===== src/rtl/vga_timing_pkg.sv =====
// 640x480@60 raster constants, RGB444 pixel type and the colour-bar table.
// Pure declarations; no timing or backpressure of its own.
package vga_timing_pkg;

    localparam int H_ACTIVE = 640;
    localparam int H_FP     = 16;
    localparam int H_SYNC   = 96;
    localparam int H_BP     = 48;
    localparam int H_TOTAL  = H_ACTIVE + H_FP + H_SYNC + H_BP;

    localparam int V_ACTIVE = 480;
    localparam int V_FP     = 10;
    localparam int V_SYNC   = 2;
    localparam int V_BP     = 33;
    localparam int V_TOTAL  = V_ACTIVE + V_FP + V_SYNC + V_BP;

    localparam int N_BARS   = 8;

    typedef struct packed {
        logic [3:0] r;
        logic [3:0] g;
        logic [3:0] b;
    } rgb444_t;

    // Bars run white, yellow, cyan, green, magenta, red, blue, black from the left edge.
    function automatic rgb444_t bar_colour(input logic [2:0] idx);
        rgb444_t c;
        case (idx)
            3'd0:    c = 12'hFFF;
            3'd1:    c = 12'hFF0;
            3'd2:    c = 12'h0FF;
            3'd3:    c = 12'h0F0;
            3'd4:    c = 12'hF0F;
            3'd5:    c = 12'hF00;
            3'd6:    c = 12'h00F;
            default: c = 12'h000;
        endcase
        return c;
    endfunction

endpackage


===== src/rtl/vga_timing_gen_if.sv =====
// Bundle between the timing master, the pixel-draw stage and the VGA connector.
// Wires only; no latency and no backpressure (draw stage returns data every cycle).
// test_mode exists only when VGA_TEST_PATTERN_EN is defined.
interface vga_timing_gen_if import vga_timing_pkg::*; ();

    logic [11:0] pix_x;
    logic [11:0] pix_y;
    logic        pix_valid;
    logic        frame_start;
    rgb444_t     pix_data_in;
    logic        vga_hs;
    logic        vga_vs;
    logic [3:0]  vga_r;
    logic [3:0]  vga_g;
    logic [3:0]  vga_b;
`ifdef VGA_TEST_PATTERN_EN
    logic        test_mode;

    modport master (
        output pix_x, pix_y, pix_valid, frame_start,
        output vga_hs, vga_vs, vga_r, vga_g, vga_b,
        input  pix_data_in, test_mode
    );

    modport slave (
        input  pix_x, pix_y, pix_valid, frame_start,
        input  vga_hs, vga_vs, vga_r, vga_g, vga_b,
        output pix_data_in, test_mode
    );
`else
    modport master (
        output pix_x, pix_y, pix_valid, frame_start,
        output vga_hs, vga_vs, vga_r, vga_g, vga_b,
        input  pix_data_in
    );

    modport slave (
        input  pix_x, pix_y, pix_valid, frame_start,
        input  vga_hs, vga_vs, vga_r, vga_g, vga_b,
        output pix_data_in
    );
`endif

endinterface


===== src/rtl/vga_delay_line.sv =====
// Fixed-depth shift register with a parameterised reset value.
// Latency DEPTH cycles (DEPTH >= 1); no backpressure, advances every cycle.
module vga_delay_line #(
    parameter int               WIDTH   = 1,
    parameter int               DEPTH   = 1,
    parameter logic [WIDTH-1:0] RST_VAL = '0
) (
    input  logic             pix_clk,
    input  logic             pix_rst,
    input  logic [WIDTH-1:0] d,
    output logic [WIDTH-1:0] q
);

    logic [WIDTH-1:0] stage [DEPTH];

    always_ff @(posedge pix_clk) begin
        if (pix_rst) begin
            for (int i = 0; i < DEPTH; i++) begin
                stage[i] <= RST_VAL;
            end
        end else begin
            stage[0] <= d;
            for (int i = 1; i < DEPTH; i++) begin
                stage[i] <= stage[i-1];
            end
        end
    end

    assign q = stage[DEPTH-1];

endmodule


===== src/rtl/vga_timing_gen.sv =====
// Raster timing master: scans h/v, issues pixel coordinates, re-aligns returned colour with sync.
// Latency: coordinates 1 cycle after counters, connector DRAW_LAT+2; no backpressure.
// VGA_TEST_PATTERN_EN adds test_mode (colour bars latched per frame).
module vga_timing_gen #(
    parameter int H_ACTIVE = vga_timing_pkg::H_ACTIVE,
    parameter int H_FP     = vga_timing_pkg::H_FP,
    parameter int H_SYNC   = vga_timing_pkg::H_SYNC,
    parameter int H_BP     = vga_timing_pkg::H_BP,
    parameter int V_ACTIVE = vga_timing_pkg::V_ACTIVE,
    parameter int V_FP     = vga_timing_pkg::V_FP,
    parameter int V_SYNC   = vga_timing_pkg::V_SYNC,
    parameter int V_BP     = vga_timing_pkg::V_BP,
    parameter bit SYNC_POL = 1'b0,
    parameter int DRAW_LAT = 1
) (
    input  logic             pix_clk,
    input  logic             pix_rst,
    vga_timing_gen_if.master bus
);
    import vga_timing_pkg::*;

    localparam logic [11:0] H_ACT  = 12'(H_ACTIVE);
    localparam logic [11:0] H_LAST = 12'(H_ACTIVE + H_FP + H_SYNC + H_BP - 1);
    localparam logic [11:0] HS_BEG = 12'(H_ACTIVE + H_FP);
    localparam logic [11:0] HS_END = 12'(H_ACTIVE + H_FP + H_SYNC);
    localparam logic [11:0] V_ACT  = 12'(V_ACTIVE);
    localparam logic [11:0] V_LAST = 12'(V_ACTIVE + V_FP + V_SYNC + V_BP - 1);
    localparam logic [11:0] VS_BEG = 12'(V_ACTIVE + V_FP);
    localparam logic [11:0] VS_END = 12'(V_ACTIVE + V_FP + V_SYNC);

`ifdef VGA_TEST_PATTERN_EN
    localparam logic [11:0] BAR_W  = 12'(H_ACTIVE / N_BARS);
    localparam int          PIPE_W = 6;
    localparam logic [PIPE_W-1:0] PIPE_RST = {~SYNC_POL, ~SYNC_POL, 1'b0, 3'b000};
`else
    localparam int          PIPE_W = 3;
    localparam logic [PIPE_W-1:0] PIPE_RST = {~SYNC_POL, ~SYNC_POL, 1'b0};
`endif

    logic [11:0] h_cnt, v_cnt;
    logic        active, hs_raw, vs_raw;

    logic [11:0] x_q, y_q;
    logic        valid_q, fs_q, hs_q, vs_q;

    logic [PIPE_W-1:0] pipe_d, pipe_q;
    logic        hs_d, vs_d, de_d;

    rgb444_t     colour_src;
    rgb444_t     rgb_o;
    logic        hs_o, vs_o;

    assign active = (h_cnt < H_ACT) && (v_cnt < V_ACT);
    assign hs_raw = (h_cnt >= HS_BEG && h_cnt < HS_END) ? SYNC_POL : ~SYNC_POL;
    assign vs_raw = (v_cnt >= VS_BEG && v_cnt < VS_END) ? SYNC_POL : ~SYNC_POL;

    always_ff @(posedge pix_clk) begin
        if (pix_rst) begin
            h_cnt <= '0;
            v_cnt <= '0;
        end else if (h_cnt == H_LAST) begin
            h_cnt <= '0;
            v_cnt <= (v_cnt == V_LAST) ? 12'd0 : v_cnt + 12'd1;
        end else begin
            h_cnt <= h_cnt + 12'd1;
        end
    end

    // Request side: coordinates plus sync/blank captured together so they share one timebase.
    always_ff @(posedge pix_clk) begin
        if (pix_rst) begin
            x_q     <= '0;
            y_q     <= '0;
            valid_q <= 1'b0;
            fs_q    <= 1'b0;
            hs_q    <= ~SYNC_POL;
            vs_q    <= ~SYNC_POL;
        end else begin
            x_q     <= active ? h_cnt : 12'd0;
            y_q     <= active ? v_cnt : 12'd0;
            valid_q <= active;
            fs_q    <= (h_cnt == 12'd0) && (v_cnt == 12'd0);
            hs_q    <= hs_raw;
            vs_q    <= vs_raw;
        end
    end

`ifdef VGA_TEST_PATTERN_EN
    logic [2:0] bar_idx, bar_d;
    logic       tm_active;

    assign bar_idx = 3'(x_q / BAR_W);
    assign pipe_d  = {hs_q, vs_q, valid_q, bar_idx};
    assign bar_d   = pipe_q[2:0];

    // Only latched on the frame pulse so a mid-frame toggle never tears the picture.
    always_ff @(posedge pix_clk) begin
        if (pix_rst) begin
            tm_active <= 1'b0;
        end else if (fs_q) begin
            tm_active <= bus.test_mode;
        end
    end

    always_comb begin
        colour_src = bus.pix_data_in;
        if (tm_active) begin
            colour_src = bar_colour(bar_d);
        end
    end
`else
    assign pipe_d = {hs_q, vs_q, valid_q};

    always_comb begin
        colour_src = bus.pix_data_in;
    end
`endif

    vga_delay_line #(
        .WIDTH   (PIPE_W),
        .DEPTH   (DRAW_LAT),
        .RST_VAL (PIPE_RST)
    ) u_pipe (
        .pix_clk (pix_clk),
        .pix_rst (pix_rst),
        .d       (pipe_d),
        .q       (pipe_q)
    );

    assign hs_d = pipe_q[PIPE_W-1];
    assign vs_d = pipe_q[PIPE_W-2];
    assign de_d = pipe_q[PIPE_W-3];

    // Colour is zeroed outside the active area whatever the draw stage returns.
    always_ff @(posedge pix_clk) begin
        if (pix_rst) begin
            hs_o  <= ~SYNC_POL;
            vs_o  <= ~SYNC_POL;
            rgb_o <= '0;
        end else begin
            hs_o  <= hs_d;
            vs_o  <= vs_d;
            rgb_o <= de_d ? colour_src : rgb444_t'(12'h000);
        end
    end

    assign bus.pix_x       = x_q;
    assign bus.pix_y       = y_q;
    assign bus.pix_valid   = valid_q;
    assign bus.frame_start = fs_q;
    assign bus.vga_hs      = hs_o;
    assign bus.vga_vs      = vs_o;
    assign bus.vga_r       = rgb_o.r;
    assign bus.vga_g       = rgb_o.g;
    assign bus.vga_b       = rgb_o.b;

endmodule


===== src/flat_wrapper.sv =====
// flat-port wrapper written by rule: the top's interface ports become plain ports
module vga_timing_gen_flat import vga_timing_pkg::*;
#(
    parameter int H_ACTIVE = vga_timing_pkg::H_ACTIVE,
    parameter int H_FP     = vga_timing_pkg::H_FP,
    parameter int H_SYNC   = vga_timing_pkg::H_SYNC,
    parameter int H_BP     = vga_timing_pkg::H_BP,
    parameter int V_ACTIVE = vga_timing_pkg::V_ACTIVE,
    parameter int V_FP     = vga_timing_pkg::V_FP,
    parameter int V_SYNC   = vga_timing_pkg::V_SYNC,
    parameter int V_BP     = vga_timing_pkg::V_BP,
    parameter bit SYNC_POL = 1'b0,
    parameter int DRAW_LAT = 1
)
  (pix_clk, pix_rst, bus_pix_x, bus_pix_y, bus_pix_valid, bus_frame_start, bus_vga_hs, bus_vga_vs, bus_vga_r, bus_vga_g, bus_vga_b, bus_pix_data_in);
  vga_timing_gen_if bus_i ();
  input  logic pix_clk;
  input  logic pix_rst;
  output wire logic [$bits(bus_i.pix_x)-1:0] bus_pix_x;
  output wire logic [$bits(bus_i.pix_y)-1:0] bus_pix_y;
  output wire logic [$bits(bus_i.pix_valid)-1:0] bus_pix_valid;
  output wire logic [$bits(bus_i.frame_start)-1:0] bus_frame_start;
  output wire logic [$bits(bus_i.vga_hs)-1:0] bus_vga_hs;
  output wire logic [$bits(bus_i.vga_vs)-1:0] bus_vga_vs;
  output wire logic [$bits(bus_i.vga_r)-1:0] bus_vga_r;
  output wire logic [$bits(bus_i.vga_g)-1:0] bus_vga_g;
  output wire logic [$bits(bus_i.vga_b)-1:0] bus_vga_b;
  input wire logic [$bits(bus_i.pix_data_in)-1:0] bus_pix_data_in;
  assign bus_pix_x = bus_i.pix_x;
  assign bus_pix_y = bus_i.pix_y;
  assign bus_pix_valid = bus_i.pix_valid;
  assign bus_frame_start = bus_i.frame_start;
  assign bus_vga_hs = bus_i.vga_hs;
  assign bus_vga_vs = bus_i.vga_vs;
  assign bus_vga_r = bus_i.vga_r;
  assign bus_vga_g = bus_i.vga_g;
  assign bus_vga_b = bus_i.vga_b;
  assign bus_i.pix_data_in = bus_pix_data_in;
  vga_timing_gen #(.H_ACTIVE(H_ACTIVE), .H_FP(H_FP), .H_SYNC(H_SYNC), .H_BP(H_BP), .V_ACTIVE(V_ACTIVE), .V_FP(V_FP), .V_SYNC(V_SYNC), .V_BP(V_BP), .SYNC_POL(SYNC_POL), .DRAW_LAT(DRAW_LAT)) u_core (.pix_clk(pix_clk), .pix_rst(pix_rst), .bus(bus_i));
endmodule

===== config.mk =====
export PLATFORM = sky130hd
export DESIGN_NAME = vga_timing_gen_flat
export DESIGN_NICKNAME = d
export VERILOG_FILES = /design/src/rtl/vga_timing_pkg.sv /design/src/rtl/vga_timing_gen_if.sv /design/src/rtl/vga_delay_line.sv /design/src/rtl/vga_timing_gen.sv /design/src/flat_wrapper.sv
export SDC_FILE = /design/constraint.sdc
export NUM_CORES = 1
export LEC_CHECK = 0
export CORE_MARGIN = 2
export CORE_UTILIZATION = 42
export CTS_CLUSTER_DIAMETER = 200
export DETAILED_ROUTE_END_ITERATION = 16
export DONT_BUFFER_PORTS = 1
export HOLD_SLACK_MARGIN = 0.15
export PLACE_DENSITY = 0.62
export SLEW_MARGIN = 20
export SYNTH_ARGS = -nofsm -noshare
export SYNTH_HDL_FRONTEND = slang
export SYNTH_HIERARCHICAL = 1
export SYNTH_SLANG_ARGS = --single-unit
export TNS_END_PERCENT = 20

===== constraint.sdc =====
create_clock -name pix_clk -period 2.3 [get_ports pix_clk]
set_input_delay 0.69 -clock pix_clk [delete_from_list [all_inputs] [get_ports pix_clk]]
set_output_delay 0.69 -clock pix_clk [all_outputs]
set_load 0.1 [all_outputs]

Word-level counts from Yosys, hierarchy flattened
Memories as Yosys holds them, arrays and structs flattened.
Cells that the tools add are included.
{"block": "classes", "n_reduce_logical": 10, "n_mux": 8, "magnitude_cmp": 6, "eq_ne": 2, "bitwise": 2, "add_sub_neg": 2}
{"cell": "12-bit by 1-bit adder with 12-bit output (second input constant)", "n": 2}
{"cell": "12-bit by 10-bit equality test with 1-bit output (second input constant)", "n": 2}
{"cell": "12-bit logical NOT", "n": 2}
{"cell": "12-bit by 10-bit < comparator with 1-bit output (second input constant)", "n": 2}
{"cell": "12-bit by 9-bit < comparator with 1-bit output (second input constant)", "n": 2}
{"cell": "12-bit by 10-bit >= comparator with 1-bit output (second input constant)", "n": 1}
{"cell": "12-bit by 9-bit >= comparator with 1-bit output (second input constant)", "n": 1}
{"cell": "12-bit two-way mux", "n": 1}
{"cell": "1-bit two-way mux", "n": 6}
{"cell": "2-bit OR reduction", "n": 3}
{"cell": "1-bit logical AND", "n": 4}
{"cell": "3-bit two-way mux", "n": 1}
{"cell": "3-bit OR reduction", "n": 1}
{"cell": "1-bit inverter", "n": 2}
{"block": "totals", "in_bits": 14, "mem_bits_rw": 3, "out_inout_bits": 40, "ff_bits": 66, "n_memories": 1, "elab_cells": 44}
{"memory": "u_core.u_pipe.stage", "depth": 1, "width": 3, "rd": 1, "rd_ports_with_merged_regs": 0, "wr": 1, "line_no": "vga_delay_line.sv:14", "rtl": "logic [WIDTH-1:0] stage [DEPTH];"}

Depth between registers and ports, before layout
Gate-level depths: netlist (run 1).
{"block": "logic_depth", "word_depth": 4, "depth_mapped": 7, "depth_no_buf": 6}

Hierarchy
The synthesis (run 1) kept the hierarchy.
{"module": "vga_timing_gen", "cells_each": 236, "area_each_um2": 2373.5, "n_inst": 1, "seq_area_each_um2": 1321.3}
{"module": "vga_delay_line", "cells_each": 6, "area_each_um2": 78.8, "n_inst": 1, "seq_area_each_um2": 60.1}

Least setup slack after synthesis (run 1)
No wires, ideal clock.
{"block": "synth_timing", "path_type": "flip-flop to flip-flop", "from": "register u_core.h_cnt[5]", "to": "register u_core.v_cnt[8]", "setup_ps": 70, "t_required_ps": 2230, "slack_ps": 94, "arrival_time_ps": 2136, "path_stages_with_launch": 6, "synth_period_minus_slack_ps": 2206, "n_path_buf": 1, "cell_sequence": "dfxtp_1 -> or4b_4 -> or4_1 -> clkbuf_2 -> or4b_1 -> a21oi_1"}
{"block": "synth_via", "elab_chain_len": 1}
{"element": "start: declaration", "line_no": "vga_timing_gen.sv:40", "rtl": "logic [11:0] h_cnt, v_cnt;"}
{"element": "start signal: assignment", "line_no": "vga_timing_gen.sv:65", "rtl": "h_cnt <= h_cnt + 12'd1;"}
{"element": "12-bit by 10-bit equality test with 1-bit output", "line_no": "vga_timing_gen.sv:61", "rtl": "end else if (h_cnt == H_LAST) begin"}
{"element": "end signal: assignment", "line_no": "vga_timing_gen.sv:63", "rtl": "v_cnt <= (v_cnt == V_LAST) ? 12'd0 : v_cnt + 12'd1;"}
{"element": "end: declaration", "line_no": "vga_timing_gen.sv:40"}
No other way between the ends.
A chain may end at the register's enable or synchronous reset.

Worst setup path after layout (run 1)
{"block": "layout_timing", "from": "register u_core.h_cnt[5]", "to": "register u_core.v_cnt[7]"}
The elaborated chain is that of the path after synthesis.

==> impl_metrics.ini, run 1 <==
[run_status]
outcome = complete, no violations

[routing]
drtPass1Iterations = 4
drt.antenna.violating_nets = 0
wl_per_cell_um = 12.8
viasPerCell = 4.88
wl_um = 4760
vias = 1814
drc = 0
initialDrtViolationCount = 89

[hold_path]
hp-class = register to register

[worst_setup_path]
reg2reg_depth = 4
crit_fanout = 6
path_cells = or4b_4 -> or4_4 -> or4b_1 -> a21oi_1
max_stage_delay_ns = 0.58
path_class = register to register
critPathLaunchType = register
cp.required_ns = 2.58
rrSetupSlack_ns = 0.12
endpoint = u_core/v_cnt[7]
slowest_stage = or4_4
r2r-start = u_core/h_cnt[5]
startpoint = u_core/h_cnt[5]
end_kind = register
arrival_ns = 2.46
r2r-end = u_core/v_cnt[7]

[grt]
grt_pass1_vias = 1657
antenna_found_initial = 0
grt_use_total_pct = 15.9
grt_start_max_net_pins = 24
grt_first_pass_wirelength_um = 7730
overflow = 0

[clock_network]
cts_tree = yes
h-tree-depth = 3
cts_resized = 0
clkLatencyLatePin_ns = 0.34
cts.sinks = 69
cts_buffers = 9
cts_hold_buf = 0
path_clk_slew_ns = 0.08
cts-root-buf = clkbuf_8
post_cts_buffers = 0
clockBufferDepth = 2

[yosys]
synth_area_leaders = dfxtp_1, and2_1, nor2_1
ys_types = 42
netlist_area_mm2 = 0.00245
synthCells = 242
yosys.area.top_type_share_pct = 56.3
yosysWarnings = 6
syn_avg_cell_area_um2 = 10.1
yosys_most_used_dff = dfxtp_1
synth_seq_cells = 69
synth-edff-count = 0
synth-seq-area-share_pct = 56.3
synthArstFlopShare_pct = 0
synth_top_cell_by_area = dfxtp_1

[final_layout]
final_cells = 372
num_antenna_cells = 0
layout.cells.most_common = dfxtp_1
mostFrequentLayoutCells = dfxtp_1, buf_4, and2_1, nor2_1, nand4_1
postLayoutCellArea_mm2 = 0.00313
fill_cells = 533
post-route-util_pct = 56.1
nets = 313
areaGrowthSynthToFinish_pct = 27.6
drive_above_1_share_pct = 25.0

[sta]
period_share_pct = 94.7
hold_violations = 0
maxSlewHeadroom_pct = 60.6
setup_tns_ns = 0
fin_worst_skew_ns = 0.00864
min_period_ns = 2.18
grt_setup_unrepaired = no
drv_slew = 0
fmax_mhz = 459
finalSetupViolations = 0
worst_pin_slew_ns = 0.590
fin_ws_ns = 0.122

[pwr]
power_density_mw_per_mm2 = 832
ir_drop_mv = 0.469
p_leak_uw = 0.00130

[die]
coreArea_mm2 = 0.00557
num_io_pins = 54
die_width_um = 80.4
rows = 27
start_util_pct = 44.0
die_area_mm2 = 0.00647
fp.dieH_um = 80.4

[placed_design]
place_area_mm2 = 0.00288
io_buffers = 0
place_ws_ns = 0.143
gp_congestion = 0.840
dp_hpwl_um = 3370
dp.cells = 356

[flow_run]
cap_violations = 0
[area by class of cell]
cell class / count / area, um2 / area share (%)
flip-flops and latches: 69 / 1380 / 44.1
clock inverters: 7 / 123 / 3.92
clock buffers: 9 / 124 / 3.96
well taps: 72 / 90.1 / 2.88
inverters: 8 / 30.0 / 0.960
multi-input cells: 157 / 1010 / 32.1
repair buffers: 50 / 375 / 12.0
[per-stage QoR]
| step | hold slack (ns) | power [uW] |
|---|---|---|
| 3_5_place_dp | 0.395 | 1440 |
| 6_report | 0.409 | 2600 |
| 2_1_floorplan | 0.383 | 1400 |
| 5_1_grt | 0.382 | 2710 |
| 4_1_cts | 0.391 | 2640 |
| 3_3_place_gp | 0.388 | 1440 |
[state kept, by name (all words and copies together), names as in the netlist]
register,flops
u_core/bus.vga_b,4
u_core/bus.pix_y,12
u_core/bus.vga_r,4
u_core/bus.vga_g,4
u_core/bus.vga_vs,1
u_core/vs_q,1
u_core/bus.vga_hs,1
u_core/bus.frame_start,1
u_core/bus.pix_x,12
u_core/h_cnt,12
u_core/bus.pix_valid,1
u_core/hs_q,1
u_core/v_cnt,12
u_core/u_pipe/stage,3
[report_power, final]
group          internal, uW  leakage, uW  switching (uW)
Sequential             1220     0.000561            10.5
Clock                   725     0.000116             468
Combinational          40.3     0.000626             146
Total                  1980      0.00130             624
[cells by family (layout without fill, tap and decap cells)]
family,Yosys count,count (layout),synth area share [%]
xor gates and xnor gates,13,13,4.64
buffers and inverters,20,74,3.27
muxes,2,2,0.816
and+or+nand+nor,118,118,28.9
adders and majority gates,4,4,2.04
other,1,5,0.153
DFF,69,69,56.3
AOI/OAI and AO/OA,15,15,3.83
[critical path: cells and delay by family (launching register included)]
kind	cells	cell delay, ns
compound gates	1	0.14
flops	1	0.32
simple gates	3	1.66
[Yosys cell counts, drive strengths merged, types with 5 or more instances]
cell type  count
xor2           8
and2          33
dfxtp         69
clkbuf        11
o21ai          5
nor2          20
inv            8
nand3          6
nand2          9
nor4           5
or4            5
nand4         10
xnor2          5
[worst min-delay path by stage]
stage	depth (start not counted)	end	slack, ns	start
3_3_place_gp	1	u_core/u_pipe/stage[0][1]	0.39	u_core/vs_q
2_1_floorplan	1	u_core/u_pipe/stage[0][2]	0.38	u_core/hs_q
6_report	1	u_core/u_pipe/stage[0][1]	0.41	u_core/vs_q
5_1_grt	1	u_core/u_pipe/stage[0][0]	0.38	pix_rst
3_5_place_dp	1	u_core/u_pipe/stage[0][1]	0.39	u_core/vs_q
4_1_cts	1	u_core/v_cnt[11]	0.39	pix_rst
[routing by layer]
layer,share of wire [%],wire (um),track usage (%),up-vias
met2,45,2140,24.6,61
met1,45,2170,19.5,823
li1,-,-,-,920
met4,2.0,97,9.66,0
met3,7.4,354,4.72,10
met5,0,0,0,-
Note: power is estimated with default switching activity, not from simulation.
==> inputs of run 2 (changes only) <==
--- a/config.mk
+++ b/config.mk
@@ -6,12 +6,12 @@
 export NUM_CORES = 1
 export LEC_CHECK = 0
 export CORE_MARGIN = 2
-export CORE_UTILIZATION = 42
+export CORE_UTILIZATION = 55
 export CTS_CLUSTER_DIAMETER = 200
 export DETAILED_ROUTE_END_ITERATION = 16
 export DONT_BUFFER_PORTS = 1
 export HOLD_SLACK_MARGIN = 0.15
-export PLACE_DENSITY = 0.62
+export PLACE_DENSITY = 0.76
 export SLEW_MARGIN = 20
 export SYNTH_ARGS = -nofsm -noshare
 export SYNTH_HDL_FRONTEND = slang
==> run 2 against run 1 <==
Effect of this change: combinational power hardly changed; hold slack better by 0.0011 ns; worst setup slack worse by 0.015 ns; register-to-register slack hardly changed; clock power is 22% lower; cell area is 2.9% lower; first-iteration DRC count is 19% lower.
==> impl_metrics.ini, run 2 (same netlist as run 1, synthesis figures left out) <==
[sta]
setup_tns_ns = 0
hold_violations = 0
maxSlewHeadroom_pct = 63.6
period_share_pct = 95.3
drv_slew = 0
fmax_mhz = 456
grt_setup_unrepaired = no
min_period_ns = 2.19
worst_pin_slew_ns = 0.544
fin_worst_skew_ns = 0.00753
finalSetupViolations = 0

[die]
die_width_um = 70.8
die_area_mm2 = 0.00501
coreArea_mm2 = 0.00432
start_util_pct = 56.7
num_io_pins = 54
fp.dieH_um = 70.8
rows = 24

[flow_run]
cap_violations = 0

[run_status]
outcome = complete, no violations

[routing]
initialDrtViolationCount = 72
drc = 0
drtPass1Iterations = 4
wl_um = 4750
vias = 1836
wl_per_cell_um = 13.6
viasPerCell = 5.25
drt.antenna.violating_nets = 0

[final_layout]
mostFrequentLayoutCells = dfxtp_1, buf_4, and2_1, nor2_1, nand4_1
areaGrowthSynthToFinish_pct = 23.9
num_antenna_cells = 0
post-route-util_pct = 70.3
nets = 312
postLayoutCellArea_mm2 = 0.00304
fill_cells = 342
layout.cells.most_common = dfxtp_1
drive_above_1_share_pct = 24.5

[grt]
overflow = 0
antenna_found_initial = 0
grt_first_pass_wirelength_um = 7560
grt_start_max_net_pins = 24
grt_use_total_pct = 19.4
grt_pass1_vias = 1679

[worst_setup_path]
critPathLaunchType = register
end_kind = register
arrival_ns = 2.46
path_class = register to register
crit_fanout = 6
cp.required_ns = 2.57

[pwr]
switching_share_pct = 25.4
ir_drop_mv = 0.502
pwr-share-clk_pct = 39.8
p_switching_uw = 596
power_density_mw_per_mm2 = 771
pwr-share-comb_pct = 7.9
total_power_uw = 2340
p_leak_uw = 0.00128
internal-power_uw = 1750
seqPwrFrac_pct = 52.3

[placed_design]
dp_hpwl_um = 3200
gp_congestion = 0.872
io_buffers = 0
place_area_mm2 = 0.00285

[clock_network]
cts.sinks = 69
h-tree-depth = 3
cts-root-buf = clkbuf_8
cts_buffers = 9
clockBufferDepth = 2
cts_hold_buf = 0
clkLatencyLatePin_ns = 0.33
cts_resized = 0
path_clk_slew_ns = 0.07
cts_tree = yes
post_cts_buffers = 0

[hold_path]
hp-class = register to register
[run 2: changes by cell type in the layout (fill, tap and decap cells not counted), sizes merged]
cell | previous run | this run
clkinv | 1 | 4
inv | 9 | 8
bufinv | 3 | 1
clkinvlp | 2 | 1
buf | 50 | 49
[run 2: per-layer routing]
metal  GRT usage, %  wire [um]  vias up
met5              0          0        -
met4           10.9         62        0
met3           7.41        373        9
met2           30.0       2240       66
met1           23.3       2070      839
li1               -          -      922
[run 2: per-stage QoR]
step / setup WS, ns / hold WS [ns] / std cells
2_1_floorplan: 0.0936 / 0.383 / 246
3_3_place_gp: 0.155 / 0.385 / 335
3_5_place_dp: 0.119 / 0.390 / 335
4_1_cts: 0.103 / 0.396 / 350
5_1_grt: 0.0412 / 0.395 / 350
6_report: 0.107 / 0.410 / 350
[run 2: cell type report]
class / count / area [um2] / area share (%)
Clock buffer: 9 / 124 / 4.08
Clock inverter: 6 / 65.1 / 2.14
Inverter: 8 / 30.0 / 0.988
Multi-Input combinational cell: 157 / 1010 / 33.1
Sequential cell: 69 / 1380 / 45.5
Tap cell: 52 / 65.1 / 2.14
Timing Repair Buffer: 49 / 368 / 12.1
[run 2: worst paths after layout]
check | startpoint | to | slack (ns) | depth (start not counted)
min | u_core/vs_q | u_core/u_pipe/stage[0][1] | 0.41 | 1
max | u_core/h_cnt[5] | u_core/v_cnt[11] | 0.11 | 4
min reg2reg | u_core/vs_q | u_core/u_pipe/stage[0][1] | 0.41 | 1
max reg2reg | u_core/h_cnt[5] | u_core/v_cnt[11] | 0.11 | 4
[run 2: power groups by stage]
| stage | Sequential, uW | Clock (uW) | Combinational (uW) |
|---|---|---|---|
| after floorplan | 1370 | 0 | 38.2 |
| after global placement | 1250 | 0 | 182 |
| after detailed placement | 1250 | 0 | 182 |
| after CTS | 1230 | 954 | 186 |
| after global routing | 1230 | 999 | 193 |
| final | 1230 | 933 | 185 |
[run 2: worst max-delay path, cell delays in order (launching register included)]
cell and delay (ns):
dfxtp_1 0.31, or4b_4 0.57, or4_4 0.58, or4_1 0.49, a21oi_1 0.16
